**src/rtl/alu_arbiter.sv**
```systemverilog
// rtl/alu_arbiter.sv - two-requester round-robin front end for one shared combinational ALU
//
// Ports:
//   clk, rst          clock; synchronous active-high reset
//   req_valid/ready   per-requester request handshake (bit i = requester i)
//   req_op1/op2       packed operands, requester i at [i*WIDTH +: WIDTH]
//   req_sel           packed ALU select codes, requester i at [i*4 +: 4]
//   rsp_valid/ready   per-requester response handshake
//   rsp_result/err    shared response payload, qualified by rsp_valid
//   alu_op1/op2/sel   registered operands driven to the external ALU
//   alu_result        combinational result back from the ALU

module alu_arbiter #(
  parameter int         WIDTH      = 32,
  parameter logic [3:0] SEL_DIVIDE = 4'b0011
) (
  input  logic                 clk,
  input  logic                 rst,
  input  logic [1:0]           req_valid,
  output logic [1:0]           req_ready,
  input  logic [2*WIDTH-1:0]   req_op1,
  input  logic [2*WIDTH-1:0]   req_op2,
  input  logic [7:0]           req_sel,
  output logic [1:0]           rsp_valid,
  input  logic [1:0]           rsp_ready,
  output logic [WIDTH-1:0]     rsp_result,
  output logic                 rsp_err,
  output logic [WIDTH-1:0]     alu_op1,
  output logic [WIDTH-1:0]     alu_op2,
  output logic [3:0]           alu_sel,
  input  logic [WIDTH-1:0]     alu_result
);

  typedef enum logic [1:0] {
    IDLE = 2'd0,
    EXEC = 2'd1,
    RESP = 2'd2
  } state_t;

  state_t             state;
  state_t             state_n;
  logic               prio;
  logic               owner;
  logic [WIDTH-1:0]   op1_q;
  logic [WIDTH-1:0]   op2_q;
  logic [3:0]         sel_q;
  logic [WIDTH-1:0]   result_q;
  logic               err_q;

  logic               grant_any;
  logic               grant;
  logic               div_zero;

  // Round-robin pick: the favoured requester wins if valid, otherwise the other one.
  always_comb begin
    grant_any = 1'b0;
    grant     = prio;
    if (req_valid[prio]) begin
      grant_any = 1'b1;
      grant     = prio;
    end else if (req_valid[~prio]) begin
      grant_any = 1'b1;
      grant     = ~prio;
    end
  end

  assign div_zero = (sel_q == SEL_DIVIDE) && (op2_q == '0);

  always_comb begin
    state_n   = state;
    req_ready = 2'b00;
    rsp_valid = 2'b00;
    unique case (state)
      IDLE: begin
        // Ready is suppressed while rst is high so nothing looks accepted during reset.
        if (grant_any && !rst) begin
          req_ready[grant] = 1'b1;
          state_n          = EXEC;
        end
      end
      EXEC: begin
        state_n = RESP;
      end
      RESP: begin
        rsp_valid[owner] = 1'b1;
        if (rsp_ready[owner]) begin
          state_n = IDLE;
        end
      end
      default: begin
        state_n = IDLE;
      end
    endcase
  end

  always_ff @(posedge clk) begin
    if (rst) begin
      state    <= IDLE;
      prio     <= 1'b0;
      owner    <= 1'b0;
      op1_q    <= '0;
      op2_q    <= '0;
      sel_q    <= 4'b0000;
      result_q <= '0;
      err_q    <= 1'b0;
    end else begin
      state <= state_n;
      unique case (state)
        IDLE: begin
          if (grant_any) begin
            owner <= grant;
            op1_q <= grant ? req_op1[WIDTH +: WIDTH] : req_op1[0 +: WIDTH];
            op2_q <= grant ? req_op2[WIDTH +: WIDTH] : req_op2[0 +: WIDTH];
            sel_q <= grant ? req_sel[4 +: 4] : req_sel[0 +: 4];
          end
        end
        EXEC: begin
          // A divide by zero returns a clean zero rather than whatever the ALU produces.
          result_q <= div_zero ? '0 : alu_result;
          err_q    <= div_zero;
        end
        RESP: begin
          if (rsp_ready[owner]) begin
            prio <= ~owner;
          end
        end
        default: begin
        end
      endcase
    end
  end

  assign alu_op1    = op1_q;
  assign alu_op2    = op2_q;
  assign alu_sel    = sel_q;
  assign rsp_result = result_q;
  assign rsp_err    = err_q;

endmodule
```
**config.mk**
```make
export PLATFORM = sky130hd
export DESIGN_NAME = alu_arbiter
export DESIGN_NICKNAME = d
export VERILOG_FILES = /design/src/rtl/alu_arbiter.sv
export SDC_FILE = /design/constraint.sdc
export NUM_CORES = 1
export LEC_CHECK = 0
export CORE_ASPECT_RATIO = 0.7
export CORE_MARGIN = 2
export CORE_UTILIZATION = 33
export CTS_CLUSTER_SIZE = 10
export DETAILED_ROUTE_END_ITERATION = 12
export PLACE_DENSITY_LB_ADDON = 0.3
export SKIP_CTS_REPAIR_TIMING = 1
export SLEW_MARGIN = 15
export SYNTH_ARGS = -nofsm -noshare
export SYNTH_HDL_FRONTEND = slang
export SYNTH_SLANG_ARGS = --single-unit
```
**constraint.sdc**
```tcl
create_clock -name clk -period 1.4 [get_ports clk]
set_input_delay 0.14 -clock clk [delete_from_list [all_inputs] [get_ports clk]]
set_output_delay 0.14 -clock clk [all_outputs]
set_load 0.02 [all_outputs]
```
======== Word-level counts from Yosys, hierarchy flattened ========
Index checks and enable logic that the tools add are counted.
storage, ports and cells
  flip-flop bits (word level) ............. 105
  latch bits .............................. 0
  RAM bits ................................ 0
  bits in read-only memories .............. 0
  bits of input ports ..................... 174
  output and inout bits ................... 105
  logic and storage cells ................. 55
  memories kept ........................... 0
cells by class
  $add $sub $neg .......................... 0
  multipliers ............................. 0
  divide/modulo/power cells ............... 0
  magnitude comparators ................... 6
  equal/unequal tests ..................... 5
  shifts and indexed selects .............. 0
  mux-type cells .......................... 24
  bitwise gates (word level) .............. 2
  reduce and logical (&&, ||, !) cells .... 10
operator list
  operator                                                               count
  32-bit two-way mux                                                     3
  32-bit logical NOT                                                     1
  1-bit two-way mux                                                      12
  2-bit two-way mux                                                      5
  1-bit by 2-bit < comparator with 1-bit output (second input constant)  4
  2-bit one-hot mux with 3 select lines                                  1
  2-bit AND reduction                                                    3
  4-bit by 2-bit == test with 1-bit output (second input constant)       1
  1-bit logical AND                                                      4
  4-bit two-way mux                                                      1
  2-bit inequality test (second input constant)                          2
  1-bit demux with 1-bit select                                          2
  2-bit by 1-bit == test with 1-bit output (second input constant)       1
  2-bit == test (second input constant)                                  1
  1-bit >= comparator (second input constant)                            2
  2-bit logical NOT                                                      1
  1-bit inverter                                                         2
  1-bit logical NOT                                                      1

======== Depth between registers and ports, before layout ========
  word-level depth ........................ 11
  mapped depth ............................ 6
  depth with buffers taken out ............ 4

======== Least setup slack after synthesis ========
No wires, ideal clock.
  path type ............................... reg-to-output
  from .................................... reg prio
  to ...................................... out req_ready[0]
  arrival ................................. 1,455 ps
  data required time ...................... 1,260 ps
  setup slack ............................. -195 ps
  cell stages (with the launch flop) ...... 5
  cells stage by stage .................... dfxtp_1 -> maj3_1 -> buf_4 -> buf_6 -> nor3_1
between the ends
  cells in the longest elaborated chain, start to end .. 10
ends and longest elaborated chain
  what                                                                                                        line  RTL
  start: declaration                                                                                          42    logic prio;
  start signal: assignment                                                                                    124   prio <= ~owner;
  1-bit two-way mux (not written as such) (2 in a row)                                                        61    end else if (req_valid[~prio]) begin
  1-bit two-way mux                                                                                           61
  1-bit two-way mux                                                                                           58    if (req_valid[prio]) begin
  1-bit by 2-bit < comparator with 1-bit output (not written as such) or 1-bit >= comparator (tied branches)  77    req_ready[grant] = 1'b1;
  1-bit logical AND (not written as such)                                                                     77
  1-bit two-way mux (not written as such)                                                                     77
  1-bit demux with 1-bit select                                                                               77
  2-bit two-way mux (*)                                                                                       76    if (grant_any && !rst) begin
  2-bit two-way mux (*)                                                                                       73    unique case (state)
  end: declaration                                                                                            20    output logic [1:0] req_ready,
Mark *: on every way between the ends. The rest lies on a longest branch, timed or not. The select of a mux whose other input is x is not followed.

======== Worst setup path in the final report ========
  from .................................... reg op2_q[27] (netlist: alu_op2[27])
  to ...................................... reg result_q[8] (netlist: rsp_result[8])
between the ends
  cells in the longest elaborated chain, start to end .. 3
ends and longest elaborated chain
  what                      line  RTL
  start: declaration        45    logic [WIDTH-1:0] op2_q;
  start signal: assignment  113   op2_q <= grant ? req_op2[WIDTH +: WIDTH] : req_op2[0 +: WIDTH];
  32-bit logical NOT        67    assign div_zero = (sel_q == SEL_DIVIDE) && (op2_q == '0);
  1-bit logical AND         67
  32-bit two-way mux        119   result_q <= div_zero ? '0 : alu_result;
  end signal: assignment    119
  end: declaration          47    logic [WIDTH-1:0] result_q;
Every way passes these cells.
A chain may end at the register's enable or synchronous reset.

==> summary.txt <==
Outcome
  – Status: finished with violations
  – Failing checks: setup timing

Place
  – Port-buffer cells: 278
  – Pre-CTS worst setup slack: -705 ps
  – Number of placed instances, taps included: 933
  – Half-perimeter wire length of the detailed placement result: 10800 microns
  – RePlAce Congestion: 0.795

Floorplanning
  – Initial standard-cell utilization of the core: 33.9%
  – Site Rows: 35
  – Placeable core region: 0.0132 sq mm
  – DIE HEIGHT: 101 microns
  – Die X: 143 microns
  – Overall die area: 0.0145 sq mm
  – Number of I/O pins: 279

Global routing
  – Number of global-route vias before repair: 4346
  – Total track usage: 18.7%
  – Antenna violations before repair: 0
  – First-pass GRT wire length: 21700 microns
  – Largest net degree at the start of global routing: 74
  – Remaining Overflow, GRT: 0

STA
  – Slew @ Worst Pin: 939 ps
  – Final worst-path cycle share: 120%
  – Final worst slack: -284 ps
  – Post-route clock skew: 6.59 ps
  – Setup repair after global routing missed its margin: yes
  – Final Hold Fails: 0
  – Number of failing setup endpoints in the final timing report: 103
  – Relative slew margins: 37.4%
  – Fmax: 594 MHz
  – Slew Limit Fails: 0
  – Shortest clock period the worst path allows after layout: 1680 ps

Cells and area
  – Final net count: 949
  – Number of filler instances in the final layout: 1004
  – Fraction of layout instances using a drive strength above 1: 20.0%
  – Flip-flop and latch area: 0.00212 sq mm
  – Synth-to-layout area growth: 99.6%
  – Number of cells in the finished layout apart from fillers: 965
  – Area of the multi-input gates: 0.00240 sq mm
  – Antenna cells: 0

Power and ir drop
  – Power density over the cells: 1060 mW/mm^2
  – Max rail drop VDD: 0.601 mV
  – Leakage dissipation: 4.90 nW
  – Total design power: 9.46 mW

Route
  – Vias per cell: 4.82
  – First drt pass iteration count: 4
  – Met3 wire length: 1010 microns
  – Average wire length per cell after detail routing: 17.1 microns
  – Routed wire length on met2: 8300 microns
  – Number of remaining DRC errors: 0
  – Antenna-violating nets left: 0
  – Via count: 4648
  – Wire length reported by the detailed router: 16500 microns
  – Uppermost metal layer occupied by signal nets: met4
  – Routed metal-1 wirelength: 6950 microns
  – First-iteration detailed-routing DRC count: 126

Hold path
  – Number of cells traversed by the worst hold path: 4
  – Class of the worst hold path: in -> reg

Worst setup path
  – Arr. time, crit path: 1920 ps
  – Required arrival time at the worst endpoint: 1630 ps
  – Highest fanout seen on the critical path: 31
  – Kind of capture point of the worst setup path: flip-flop
  – Worst Reg2Reg Path Length in Cells: 6
  – Worst Setup Path Type: reg -> reg
  – Worst setup SP type: flip-flop

Clock tree
  – Clock Path Buffers: 2
  – CTS H-tree lvls: 3
  – CTS tree: done
  – Number of buffers added by the clock tree synthesis step: 9
  – Register clock-pin slew on the reported worst setup and hold paths: 70 ps
  – Later-pin clock latency in the skew report: 340 ps
  – Clock sinks: 105
  – Clock tree root driver cell: clkbuf_16

Yosys
  – Parity-gate share of the synthesized area counting xor and xnor cells: 0%
  – Synthesized flop and latch total: 105
  – Synth Cell Area: 0.00448 sq mm
  – Synthesized Nets: 625
  – Mean cell area of the mapped netlist: 9.93 sq um
  – Synthesis warning total: 0
  – Post-synthesis compound-gate area fraction: 12.8%
  – Arithmetic-cell share of the synthesized area counting full adders, half adders and majority gates: 0.224%
  – Gate count of the mapped netlist: 451
  – Post-synthesis mux area share: 22.6%
  – Share of the yosys chip area belonging to registers: 46.9%
  – Distinct cell type count after synthesis: 24
  – Main combinational cell family by area after synthesis: multiplexers
  – Area fraction in and, or, nand and nor cells after synthesis: 12.1%

Run
  – Number of max-cap violations: 0
[cell usage in the layout (no fill, tap or decap), types with 3 or more instances in the layout]
master	netlist	final
a211oi_2	0	18
mux2i_1	101	84
buf_12	0	8
clkdlybuf4s50_1	0	171
nor2b_4	0	3
a211oi_1	68	50
buf_6	10	5
clkbuf_16	0	17
dfxtp_1	105	94
nor2_1	102	102
dlymetal6s2s_1	0	102
mux2i_2	0	15
a21oi_1	4	4
inv_6	0	3
nand2_1	5	5
dfxtp_2	0	11
buf_4	1	51
nor4_1	7	4
buf_16	0	3
[synth_stat cells]
cell        n  area share [%]
inv_1       2            0.17
nor4b_1     1            0.20
nor4b_2     1            0.34
or2_2       1            0.14
nor2b_1     4            0.56
and3_1      1            0.14
mux2i_1   101              23
maj3_1      1            0.22
buf_4       1            0.17
o31ai_4     1            0.47
nor4_1      7            0.98
o21ai_0     1            0.11
nor3_1      3            0.34
clkbuf_1   16             1.3
dfxtp_1   105              47
a211oi_1   68              11
a21oi_1     4            0.45
and2_1      1            0.14
nor2_1    102             8.5
o21a_1      2            0.34
buf_2      11             1.2
nand2_1     5            0.42
nand4_1     2            0.28
buf_6      10             2.5
[routing by layer]
metal | vias up | GRT usage (%)
met5 | - | 0
met4 | 0 | 5.81
met3 | 16 | 4.78
met2 | 160 | 33.7
met1 | 2209 | 22.0
li1 | 2263 | -
[logic make-up after synthesis]
kind of cell / count (synthesis)
AND/OR/NAND/NOR: 128
flip-flops: 105
multiplexers: 101
AO/OA/AOI/OAI: 76
buffers and inverters: 40
adder cells (fa/ha/maj): 1
[per-stage QoR]
step | TNS [ps] | utilization [%] | instance area (sq um) | hold WS (ps)
detailed placement | -55650 | 58.8 | 7780 | 486
CTS | -44710 | 60.9 | 8050 | 235
finish | -14010 | 67.6 | 8940 | 267
global route | -22610 | 67.6 | 8940 | 289
global placement | -51270 | 58.8 | 7780 | 473
floorplan | -2290 | - | 4490 | 287
[area by class of cell]
class | count | area share, %
Inverter | 2 | 0.0840
Sequential cell | 105 | 23.7
Tap cell | 185 | 2.59
Clock inverter | 7 | 0.588
Clock buffer | 9 | 2.52
Timing Repair Buffer | 351 | 43.7
Multi-Input combinational cell | 306 | 26.8
[report_power, final]
group | switching, mW | leakage, nW | internal (mW)
combinational | 1.60 | 3.90 | 1.95
sequential | 0.188 | 0.872 | 3.33
clock | 1.16 | 0.137 | 1.22
total | 2.96 | 4.90 | 6.50
[state kept, by name, summed over array words and instances (netlist names)]
signal	flops
alu_op1	32
alu_op2	32
rsp_result	32
alu_sel	4
state	2
owner	1
prio	1
rsp_err	1
[worst paths after layout]
path | start | endpoint | slack, ps
worst min register to register | prio$_SDFFE_PP0P_ | prio$_SDFFE_PP0P_ | 480
worst max register to register | alu_op2[27]$_SDFFE_PP0P_ | rsp_result[8]$_SDFFE_PP0N_ | -280
worst min-delay path | rst | rsp_err$_SDFFE_PP0N_ | 270
worst max-delay path | alu_op2[27]$_SDFFE_PP0P_ | rsp_result[8]$_SDFFE_PP0N_ | -280
[critical path, cell delays in order, from the launching register on]
cell and delay (ps):
dfxtp_2 340, nor4_4 320, buf_4 160, nand4_1 180, o31ai_4 270, buf_12 210, nor2_1 70
No activity file was read; power rests on OpenSTA's default activity.
